**src/rtl/adaptive_bg_hysteresis_pkg.sv**
```systemverilog
// Shared definitions for the adaptive background subtractor: mode encodings,
// luma weights, background-word field layout and channel arithmetic helpers.
package adaptive_bg_hysteresis_pkg;

  // Frame processing modes, selected per frame on the frame_start pixel
  typedef enum logic [1:0] {
    MODE_ADAPT  = 2'b00,
    MODE_LOAD   = 2'b01,
    MODE_FREEZE = 2'b10,
    MODE_BYPASS = 2'b11
  } bg_mode_e;

  // BT.601-style luma weights; they sum to 256 so the result fits 8 bits
  localparam int LUMA_COEF_R = 77;
  localparam int LUMA_COEF_G = 150;
  localparam int LUMA_COEF_B = 29;
  localparam int LUMA_SHIFT  = 8;

  // Background word layout, LSB first: {age, prev_fg, bg_pixel}
  localparam int BG_PIXEL_LSB = 0;

  function automatic int bg_prev_fg_bit(input int pixel_width);
    return pixel_width;
  endfunction

  function automatic int bg_age_lsb(input int pixel_width);
    return pixel_width + 1;
  endfunction

  // Widen a raw channel (right-aligned in 'raw') to 8 bits with zero fill
  function automatic logic [7:0] expand_channel(input logic [7:0] raw, input int bits);
    return raw << (8 - bits);
  endfunction

  // Move an 8-bit background channel toward the live value by diff/2^shift,
  // arithmetic shift (rounds toward minus infinity), clamped to 0..255
  function automatic logic [7:0] adapt_channel(input logic [7:0] bg8,
                                               input logic [7:0] live8,
                                               input int shift);
    logic signed [9:0] delta;
    logic signed [9:0] sum;
    delta = $signed({2'b00, live8}) - $signed({2'b00, bg8});
    delta = delta >>> shift;
    sum   = $signed({2'b00, bg8}) + delta;
    if (sum < 10'sd0) return 8'd0;
    if (sum > 10'sd255) return 8'hFF;
    return sum[7:0];
  endfunction

endpackage

```
**src/rtl/adaptive_bg_hysteresis_rgb_to_luma.sv**
```systemverilog
// Combinational packed-RGB to 8-bit luma converter.
module rgb_to_luma
  import adaptive_bg_hysteresis_pkg::*;
#(
  parameter int R_BITS = 5,
  parameter int G_BITS = 6,
  parameter int B_BITS = 5,
  localparam int PIXEL_WIDTH = R_BITS + G_BITS + B_BITS
) (
  input  logic [PIXEL_WIDTH-1:0] pixel,
  output logic [7:0]             luma
);

  logic [7:0]  r8, g8, b8;
  logic [15:0] weighted;

  // Expand each channel to 8 bits, then take the weighted sum scaled by 1/256
  always_comb begin
    r8 = expand_channel(8'(pixel[G_BITS+B_BITS +: R_BITS]), R_BITS);
    g8 = expand_channel(8'(pixel[B_BITS +: G_BITS]), G_BITS);
    b8 = expand_channel(8'(pixel[0 +: B_BITS]), B_BITS);
    weighted = 16'(LUMA_COEF_R) * 16'(r8)
             + 16'(LUMA_COEF_G) * 16'(g8)
             + 16'(LUMA_COEF_B) * 16'(b8);
    luma = 8'(weighted >> LUMA_SHIFT);
  end

endmodule

```
**src/rtl/adaptive_bg_hysteresis.sv**
```systemverilog
// Adaptive background subtraction with luma hysteresis, ghost absorption
// and a per-frame foreground pixel count. Four-stage pipeline:
//   S1 capture, S2 luma/diff, S3 decision/adaptation, S4 registered outputs.
module adaptive_bg_hysteresis
  import adaptive_bg_hysteresis_pkg::*;
#(
  parameter int ADDR_WIDTH   = 17,
  parameter int R_BITS       = 5,
  parameter int G_BITS       = 6,
  parameter int B_BITS       = 5,
  parameter int SHIFT_LG2    = 3,
  parameter int FG_SHIFT_LG2 = 7,
  parameter int AGE_BITS     = 4,
  localparam int PIXEL_WIDTH = R_BITS + G_BITS + B_BITS,
  localparam int BG_WIDTH    = PIXEL_WIDTH + AGE_BITS + 1
) (
  input  logic                   clk,
  input  logic                   rst_n,
  input  logic                   enable,
  input  logic                   in_valid,
  input  logic                   frame_start,
  input  logic [ADDR_WIDTH-1:0]  addr_in,
  input  logic [PIXEL_WIDTH-1:0] live_pixel_in,
  input  logic [BG_WIDTH-1:0]    bg_word_in,
  input  logic [1:0]             mode_in,
  input  logic [8:0]             thresh_hi,
  input  logic [8:0]             thresh_lo,
  input  logic [AGE_BITS-1:0]    age_limit,
  output logic                   bg_wr_en,
  output logic [ADDR_WIDTH-1:0]  bg_wr_addr,
  output logic [BG_WIDTH-1:0]    bg_wr_data,
  output logic                   out_valid,
  output logic [PIXEL_WIDTH-1:0] fg_pixel_out,
  output logic                   foreground_flag,
  output logic [ADDR_WIDTH-1:0]  fg_count,
  output logic                   fg_count_valid
);

  localparam int PREV_FG_BIT = bg_prev_fg_bit(PIXEL_WIDTH);
  localparam int AGE_LSB     = bg_age_lsb(PIXEL_WIDTH);
  localparam int R_LSB       = G_BITS + B_BITS;
  localparam int G_LSB       = B_BITS;

  // ---------------- Stage 1: capture ----------------
  bg_mode_e               frame_mode, pixel_mode;
  logic                   s1_valid, s1_fs;
  logic [ADDR_WIDTH-1:0]  s1_addr;
  logic [PIXEL_WIDTH-1:0] s1_live;
  logic [BG_WIDTH-1:0]    s1_bg;
  bg_mode_e               s1_mode;

  // A valid frame_start pixel already runs in the newly requested mode
  always_comb begin
    pixel_mode = frame_mode;
    if (in_valid && frame_start) pixel_mode = bg_mode_e'(mode_in);
  end

  // Capture the incoming pixel and hold the frame mode between frame starts
  always_ff @(posedge clk or negedge rst_n) begin
    if (!rst_n) begin
      frame_mode <= MODE_ADAPT;
      s1_valid   <= 1'b0;
      s1_fs      <= 1'b0;
      s1_addr    <= '0;
      s1_live    <= '0;
      s1_bg      <= '0;
      s1_mode    <= MODE_ADAPT;
    end else if (enable) begin
      frame_mode <= pixel_mode;
      s1_valid   <= in_valid;
      s1_fs      <= in_valid & frame_start;
      s1_addr    <= addr_in;
      s1_live    <= live_pixel_in;
      s1_bg      <= bg_word_in;
      s1_mode    <= pixel_mode;
    end
  end

  // ---------------- Stage 2: luma difference ----------------
  logic [7:0]             luma_live, luma_bg;
  logic [8:0]             luma_diff;
  logic                   s2_valid, s2_fs;
  logic [ADDR_WIDTH-1:0]  s2_addr;
  logic [PIXEL_WIDTH-1:0] s2_live;
  logic [BG_WIDTH-1:0]    s2_bg;
  bg_mode_e               s2_mode;
  logic [8:0]             s2_diff;

  rgb_to_luma #(.R_BITS(R_BITS), .G_BITS(G_BITS), .B_BITS(B_BITS)) u_luma_live (
    .pixel (s1_live),
    .luma  (luma_live)
  );

  rgb_to_luma #(.R_BITS(R_BITS), .G_BITS(G_BITS), .B_BITS(B_BITS)) u_luma_bg (
    .pixel (s1_bg[PIXEL_WIDTH-1:0]),
    .luma  (luma_bg)
  );

  // Absolute luma distance between the live and stored background pixel
  always_comb begin
    if (luma_live >= luma_bg) luma_diff = {1'b0, luma_live - luma_bg};
    else                      luma_diff = {1'b0, luma_bg - luma_live};
  end

  // Register the difference alongside the pixel context
  always_ff @(posedge clk or negedge rst_n) begin
    if (!rst_n) begin
      s2_valid <= 1'b0;
      s2_fs    <= 1'b0;
      s2_addr  <= '0;
      s2_live  <= '0;
      s2_bg    <= '0;
      s2_mode  <= MODE_ADAPT;
      s2_diff  <= '0;
    end else if (enable) begin
      s2_valid <= s1_valid;
      s2_fs    <= s1_fs;
      s2_addr  <= s1_addr;
      s2_live  <= s1_live;
      s2_bg    <= s1_bg;
      s2_mode  <= s1_mode;
      s2_diff  <= luma_diff;
    end
  end

  // ---------------- Stage 3: decision and adaptation ----------------
  logic                   prev_fg, fg_raw, absorb;
  logic [AGE_BITS-1:0]    stored_age, age_next;
  int                     adapt_shift;
  logic [7:0]             live_r8, live_g8, live_b8;
  logic [7:0]             bg_r8, bg_g8, bg_b8;
  logic [7:0]             new_r8, new_g8, new_b8;
  logic [PIXEL_WIDTH-1:0] adapted_pixel;

  logic                   s3_valid, s3_fs, s3_fg, s3_absorb;
  logic [ADDR_WIDTH-1:0]  s3_addr;
  logic [PIXEL_WIDTH-1:0] s3_live, s3_adapted;
  logic [AGE_BITS-1:0]    s3_age;
  bg_mode_e               s3_mode;

  // Hysteresis threshold, age tracking, ghost absorption and per-channel
  // background drift (slower while the pixel is considered foreground)
  always_comb begin
    prev_fg    = s2_bg[PREV_FG_BIT];
    stored_age = s2_bg[AGE_LSB +: AGE_BITS];
    fg_raw     = prev_fg ? (s2_diff > thresh_lo) : (s2_diff > thresh_hi);
    if (!fg_raw)                                 age_next = '0;
    else if (stored_age == {AGE_BITS{1'b1}})     age_next = stored_age;
    else                                         age_next = stored_age + 1'b1;
    absorb      = fg_raw && (age_limit != '0) && (age_next >= age_limit);
    adapt_shift = fg_raw ? FG_SHIFT_LG2 : SHIFT_LG2;
    live_r8 = expand_channel(8'(s2_live[R_LSB +: R_BITS]), R_BITS);
    live_g8 = expand_channel(8'(s2_live[G_LSB +: G_BITS]), G_BITS);
    live_b8 = expand_channel(8'(s2_live[0 +: B_BITS]), B_BITS);
    bg_r8   = expand_channel(8'(s2_bg[R_LSB +: R_BITS]), R_BITS);
    bg_g8   = expand_channel(8'(s2_bg[G_LSB +: G_BITS]), G_BITS);
    bg_b8   = expand_channel(8'(s2_bg[0 +: B_BITS]), B_BITS);
    new_r8  = adapt_channel(bg_r8, live_r8, adapt_shift);
    new_g8  = adapt_channel(bg_g8, live_g8, adapt_shift);
    new_b8  = adapt_channel(bg_b8, live_b8, adapt_shift);
    adapted_pixel = {R_BITS'(new_r8 >> (8 - R_BITS)),
                     G_BITS'(new_g8 >> (8 - G_BITS)),
                     B_BITS'(new_b8 >> (8 - B_BITS))};
  end

  // Register the per-pixel decision and candidate background word fields
  always_ff @(posedge clk or negedge rst_n) begin
    if (!rst_n) begin
      s3_valid   <= 1'b0;
      s3_fs      <= 1'b0;
      s3_fg      <= 1'b0;
      s3_absorb  <= 1'b0;
      s3_addr    <= '0;
      s3_live    <= '0;
      s3_adapted <= '0;
      s3_age     <= '0;
      s3_mode    <= MODE_ADAPT;
    end else if (enable) begin
      s3_valid   <= s2_valid;
      s3_fs      <= s2_fs;
      s3_fg      <= fg_raw;
      s3_absorb  <= absorb;
      s3_addr    <= s2_addr;
      s3_live    <= s2_live;
      s3_adapted <= adapted_pixel;
      s3_age     <= age_next;
      s3_mode    <= s2_mode;
    end
  end

  // ---------------- Stage 4: outputs ----------------
  logic                   flag_next, wr_en_next;
  logic [BG_WIDTH-1:0]    wr_data_next;
  logic [PIXEL_WIDTH-1:0] pix_next;
  logic [ADDR_WIDTH-1:0]  fg_counter;
  logic                   first_frame;

  // Mode-dependent flag, write strobe, write word and output pixel
  always_comb begin
    flag_next = 1'b0;
    if (s3_valid && (s3_mode == MODE_ADAPT || s3_mode == MODE_FREEZE))
      flag_next = s3_fg & ~s3_absorb;
    wr_en_next = s3_valid && (s3_mode == MODE_ADAPT || s3_mode == MODE_LOAD);
    if (s3_mode == MODE_LOAD || s3_absorb)
      wr_data_next = {{AGE_BITS{1'b0}}, 1'b0, s3_live};
    else
      wr_data_next = {s3_age, s3_fg, s3_adapted};
    pix_next = '0;
    if (s3_valid && (s3_mode == MODE_BYPASS || flag_next)) pix_next = s3_live;
  end

  // Output registers; strobes drop while stalled so nothing is seen twice
  always_ff @(posedge clk or negedge rst_n) begin
    if (!rst_n) begin
      out_valid       <= 1'b0;
      bg_wr_en        <= 1'b0;
      bg_wr_addr      <= '0;
      bg_wr_data      <= '0;
      foreground_flag <= 1'b0;
      fg_pixel_out    <= '0;
    end else if (enable) begin
      out_valid       <= s3_valid;
      bg_wr_en        <= wr_en_next;
      bg_wr_addr      <= s3_addr;
      bg_wr_data      <= wr_data_next;
      foreground_flag <= flag_next;
      fg_pixel_out    <= pix_next;
    end else begin
      out_valid       <= 1'b0;
      bg_wr_en        <= 1'b0;
    end
  end

  // Saturating per-frame foreground counter, published at each frame start
  // except the first one after reset
  always_ff @(posedge clk or negedge rst_n) begin
    if (!rst_n) begin
      fg_counter     <= '0;
      fg_count       <= '0;
      fg_count_valid <= 1'b0;
      first_frame    <= 1'b1;
    end else if (enable) begin
      fg_count_valid <= 1'b0;
      if (s3_valid && s3_fs) begin
        if (first_frame) begin
          first_frame <= 1'b0;
        end else begin
          fg_count       <= fg_counter;
          fg_count_valid <= 1'b1;
        end
        fg_counter <= flag_next ? ADDR_WIDTH'(1) : '0;
      end else if (flag_next && fg_counter != {ADDR_WIDTH{1'b1}}) begin
        fg_counter <= fg_counter + 1'b1;
      end
    end else begin
      fg_count_valid <= 1'b0;
    end
  end

endmodule

```
**config.mk**
```make
export PLATFORM = sky130hd
export DESIGN_NAME = adaptive_bg_hysteresis
export DESIGN_NICKNAME = d
export VERILOG_FILES = /design/src/rtl/adaptive_bg_hysteresis_pkg.sv /design/src/rtl/adaptive_bg_hysteresis_rgb_to_luma.sv /design/src/rtl/adaptive_bg_hysteresis.sv
export SDC_FILE = /design/constraint.sdc
export NUM_CORES = 1
export LEC_CHECK = 0
export CAP_MARGIN = 10
export CORE_MARGIN = 2
export CORE_UTILIZATION = 40
export CTS_BUF_LIST = sky130_fd_sc_hd__clkbuf_4 sky130_fd_sc_hd__clkbuf_8 sky130_fd_sc_hd__clkbuf_16
export DETAILED_ROUTE_END_ITERATION = 8
export GPL_TIMING_DRIVEN = 0
export REMOVE_ABC_BUFFERS = 1
export SKIP_LAST_GASP = 1
export SYNTH_ARGS = -nofsm -noshare
export SYNTH_HDL_FRONTEND = slang
export SYNTH_HIERARCHICAL = 1
export SYNTH_SLANG_ARGS = --single-unit
export TNS_END_PERCENT = 10
```
**constraint.sdc**
```tcl
create_clock -name clk -period 7.4 [get_ports clk]
set_clock_uncertainty 0.15 [all_clocks]
set_input_delay 1.85 -clock clk [delete_from_list [all_inputs] [get_ports clk]]
set_output_delay 1.85 -clock clk [all_outputs]
set_load 0.05 [all_outputs]
```
==> results_dict.tcl, run 1 <==
set metrics [dict create \
    n_antenna_cell 0 \
    layout_min_cycle_time_ns 6.98 \
    cts_tree "done" \
    die-area_um2 45900 \
    crit_fanout 8 \
    yosysUniqueCellTypes 74 \
    rows 77 \
    cp_num_buf_inv 3 \
    hold_path_depth 1 \
    grt_use_met3_pct 2.45 \
    fin_ws_ns 0.424 \
    postSynthCellCount 1578 \
    hpwl_um 26700 \
    grt_pass1_vias 12259 \
    cts_htree_levels 2 \
    synth_xor_area_share_pct 4.41 \
    grt_pass1_wl_um 60800 \
    wire_per_inst_um 15.1 \
    use_met1_pct 21.1 \
    dp_slack_ns 0.274 \
    ant_nets 0 \
    avgSynthCellArea_um2 11.2 \
    slowest_stage "fa_1" \
    setup_violations 0 \
    worst_setup_path_end_kind "register" \
    busiest_layer "met2" \
    required_ns 7.66 \
    yosysMostFrequentCell "dfrtp_1" \
    io_buffers 157 \
    startpoint_type "register" \
    syn2layout_area_growth_pct 19.3 \
    critical_path_arrival_ns 7.24 \
    firstDrtPassIters 5 \
    drt_iter0_markers 562 \
    grt_start_max_net_pins 119 \
    vias_per_cell 4.99 \
    synth_ff_type "dfrtp_1" \
    cts.clk_slew.worst_paths_ns 0.06 \
    antenna_found_initial 0 \
    path_depth 27 \
    synthAdderAreaFrac_pct 21.9 \
    layout.nets 2096 \
    synth_compound_area_share_pct 10.6 \
    io_pins 158 \
    layout-drive-gt1-share_pct 15.7 \
    yosysTopAreaCell "dfrtp_1" \
    start_util_pct 40.2 \
    hold_viol 0 \
    synth_top_family_by_area "adder cells" \
    grt_usage_pct 16.0 \
    grt.overflow.total 0 \
    drv_cap 0 \
    outcome "finished clean" \
    ys_seq_area_share_pct 39.1 \
    synth_common_cells "275 x dfrtp_1, 230 x ha_1, 177 x mux2_2, 158 x inv_1, 87 x nor2_1" \
    path_class "reg2reg" \
    die_x_um 214 \
    synth_simple_gate_area_share_pct 6.47 \
    coreArea_um2 43900 \
    holdWs_ns 0.310 \
    hp-class "reg2reg" \
    critPathTopFamily "adder cells" \
    cts_buffers 34 \
    clock-root-buffer "clkbuf_16" \
    yosys.area.top_type_share_pct 38.9 \
    maxSlewViolCount 0 \
    wl_um 35500 \
    synthMuxAreaShare_pct 13.1 \
    slowest_delay_ns 0.56 \
    gp_congestion 0.816 \
    ff2ff_path_depth 27 \
    drc_errors 0 \
    ys_ff_latch 276 \
    num_vias 11715 \
    worstMarginPinSlew_ns 0.914 \
    grt_setup_unrepaired "no" \
    gr-usage-met2_pct 27.4 \
    slew_headroom_pct 39.0 \
    synthTopCellsByArea "dfrtp_1 39%, ha_1 16%, mux2_2 11%, fa_1 5.7%, inv_1 3.4%" \
    crit_top_cell "ha_1" \
    fillerInstances 4108 \
    clock_latency_ns 0.54 \
    timing.final.crit_share_pct 94.3 \
    async_flop_share_pct 100 \
    netlist_area_um2 17700 \
    fp.dieH_um 214 \
    clkSinkCount 276 \
    fmax_mhz 143 \
    synth-edff-count 0 \
    setup_tns_ns 0 \
    yosysWarnings 6 \
    clk_path_buf_depth 3 \
]
[cell usage in the layout, fill, tap and decap left out, types with 8 or more instances in the layout]
cell type and count:
o21bai_1 8, clkdlybuf4s50_1 155, mux2i_1 29, a21oi_1 83
xnor2_1 45, or2_2 8, a31oi_1 8, clkbuf_16 34
o21ai_0 51, a21o_1 34, nand2b_1 9, mux2_2 177
nor2_1 86, inv_1 158, fa_1 50, nor3_1 12
a22o_1 16, clkbuf_8 9, dfrtp_1 275, nand2_1 52
nor2b_1 24, o21a_1 11, xor2_1 44, o2bb2ai_1 18
nand3_1 20, ha_1 229
[metal layers]
metal	vias up	wire length [µm]
met5	-	0
met4	0	635
met3	46	1230
met2	161	17100
met1	5699	16500
li1	5809	-
[path summary, 6_finish.rpt]
kind                             from    endpoint  slack [ns]
hold reg to reg            s3_mode[1]    bg_wr_en        0.31
min in group asynchronous       rst_n    s2_valid        1.14
setup reg to reg           s1_live[2]  s2_diff[7]        0.42
setup / recovery           s1_live[2]  s2_diff[7]        0.42
hold / removal             s3_mode[1]    bg_wr_en        0.31
max in group asynchronous       rst_n    s1_bg[3]        4.55
[state kept, by name, summed over array words and instances, names as in the netlist, 17 cells and up]
register,count
fg_counter,17
bg_wr_data,21
s1_addr,17
s1_bg,21
s2_addr,17
fg_count,17
s2_bg,21
s3_addr,17
bg_wr_addr,17
[cell type report]
cell class	instances	area, µm²	area share (%)
Multi-Input combinational cell	1099	10000	47.4
Sequential cell	276	6910	32.7
Timing Repair Buffer	163	1740	8.24
Clock buffer	48	1010	4.80
Tap cell	592	741	3.51
Inverter	159	597	2.83
Clock inverter	10	100	0.474
[per-stage QoR]
step,std cells,util (%),area (µm²)
final,2347,48.0,21100
after global routing,2347,48.0,21100
after CTS,2347,48.0,21100
after detailed placement,2289,45.5,20000
after global placement,2283,45.1,19800
after floorplan,1534,-,17500
[cell families (layout without fill, tap and decap cells)]
kind of cell / after synthesis / count (layout)
AND/OR/NAND/NOR: 242 / 242
buffers and inverters: 203 / 380
adder cells (fa/ha/maj): 280 / 280
XOR/XNOR: 89 / 89
multiplexers: 208 / 208
AO/OA/AOI/OAI: 280 / 280
flip-flops: 276 / 276
[timing repair]
item | CTS | global route
buffers inserted | 0 | 0
setup endpoints to repair | 0 | 1
gates resized for setup | 0 | 2
hold buffers | 0 | 0
Power of run 1 is not shown: default switching activity piles up to over one toggle a cycle in this logic, so the estimate is an artifact.
==> run 2, diff against run 1 <==
==> constraint.sdc (replaced) <==
create_clock -name clk -period 7.4 [get_ports clk]
set_clock_uncertainty 0.15 [all_clocks]
set_input_delay 1.48 -clock clk [delete_from_list [all_inputs] [get_ports clk]]
set_output_delay 1.48 -clock clk [all_outputs]
set_load 0.05 [all_outputs]
==> results of run 2 <==
Same layout as run 1 (identical final DEF). Status: finished clean.
Power of run 2 is left out for the same reason.
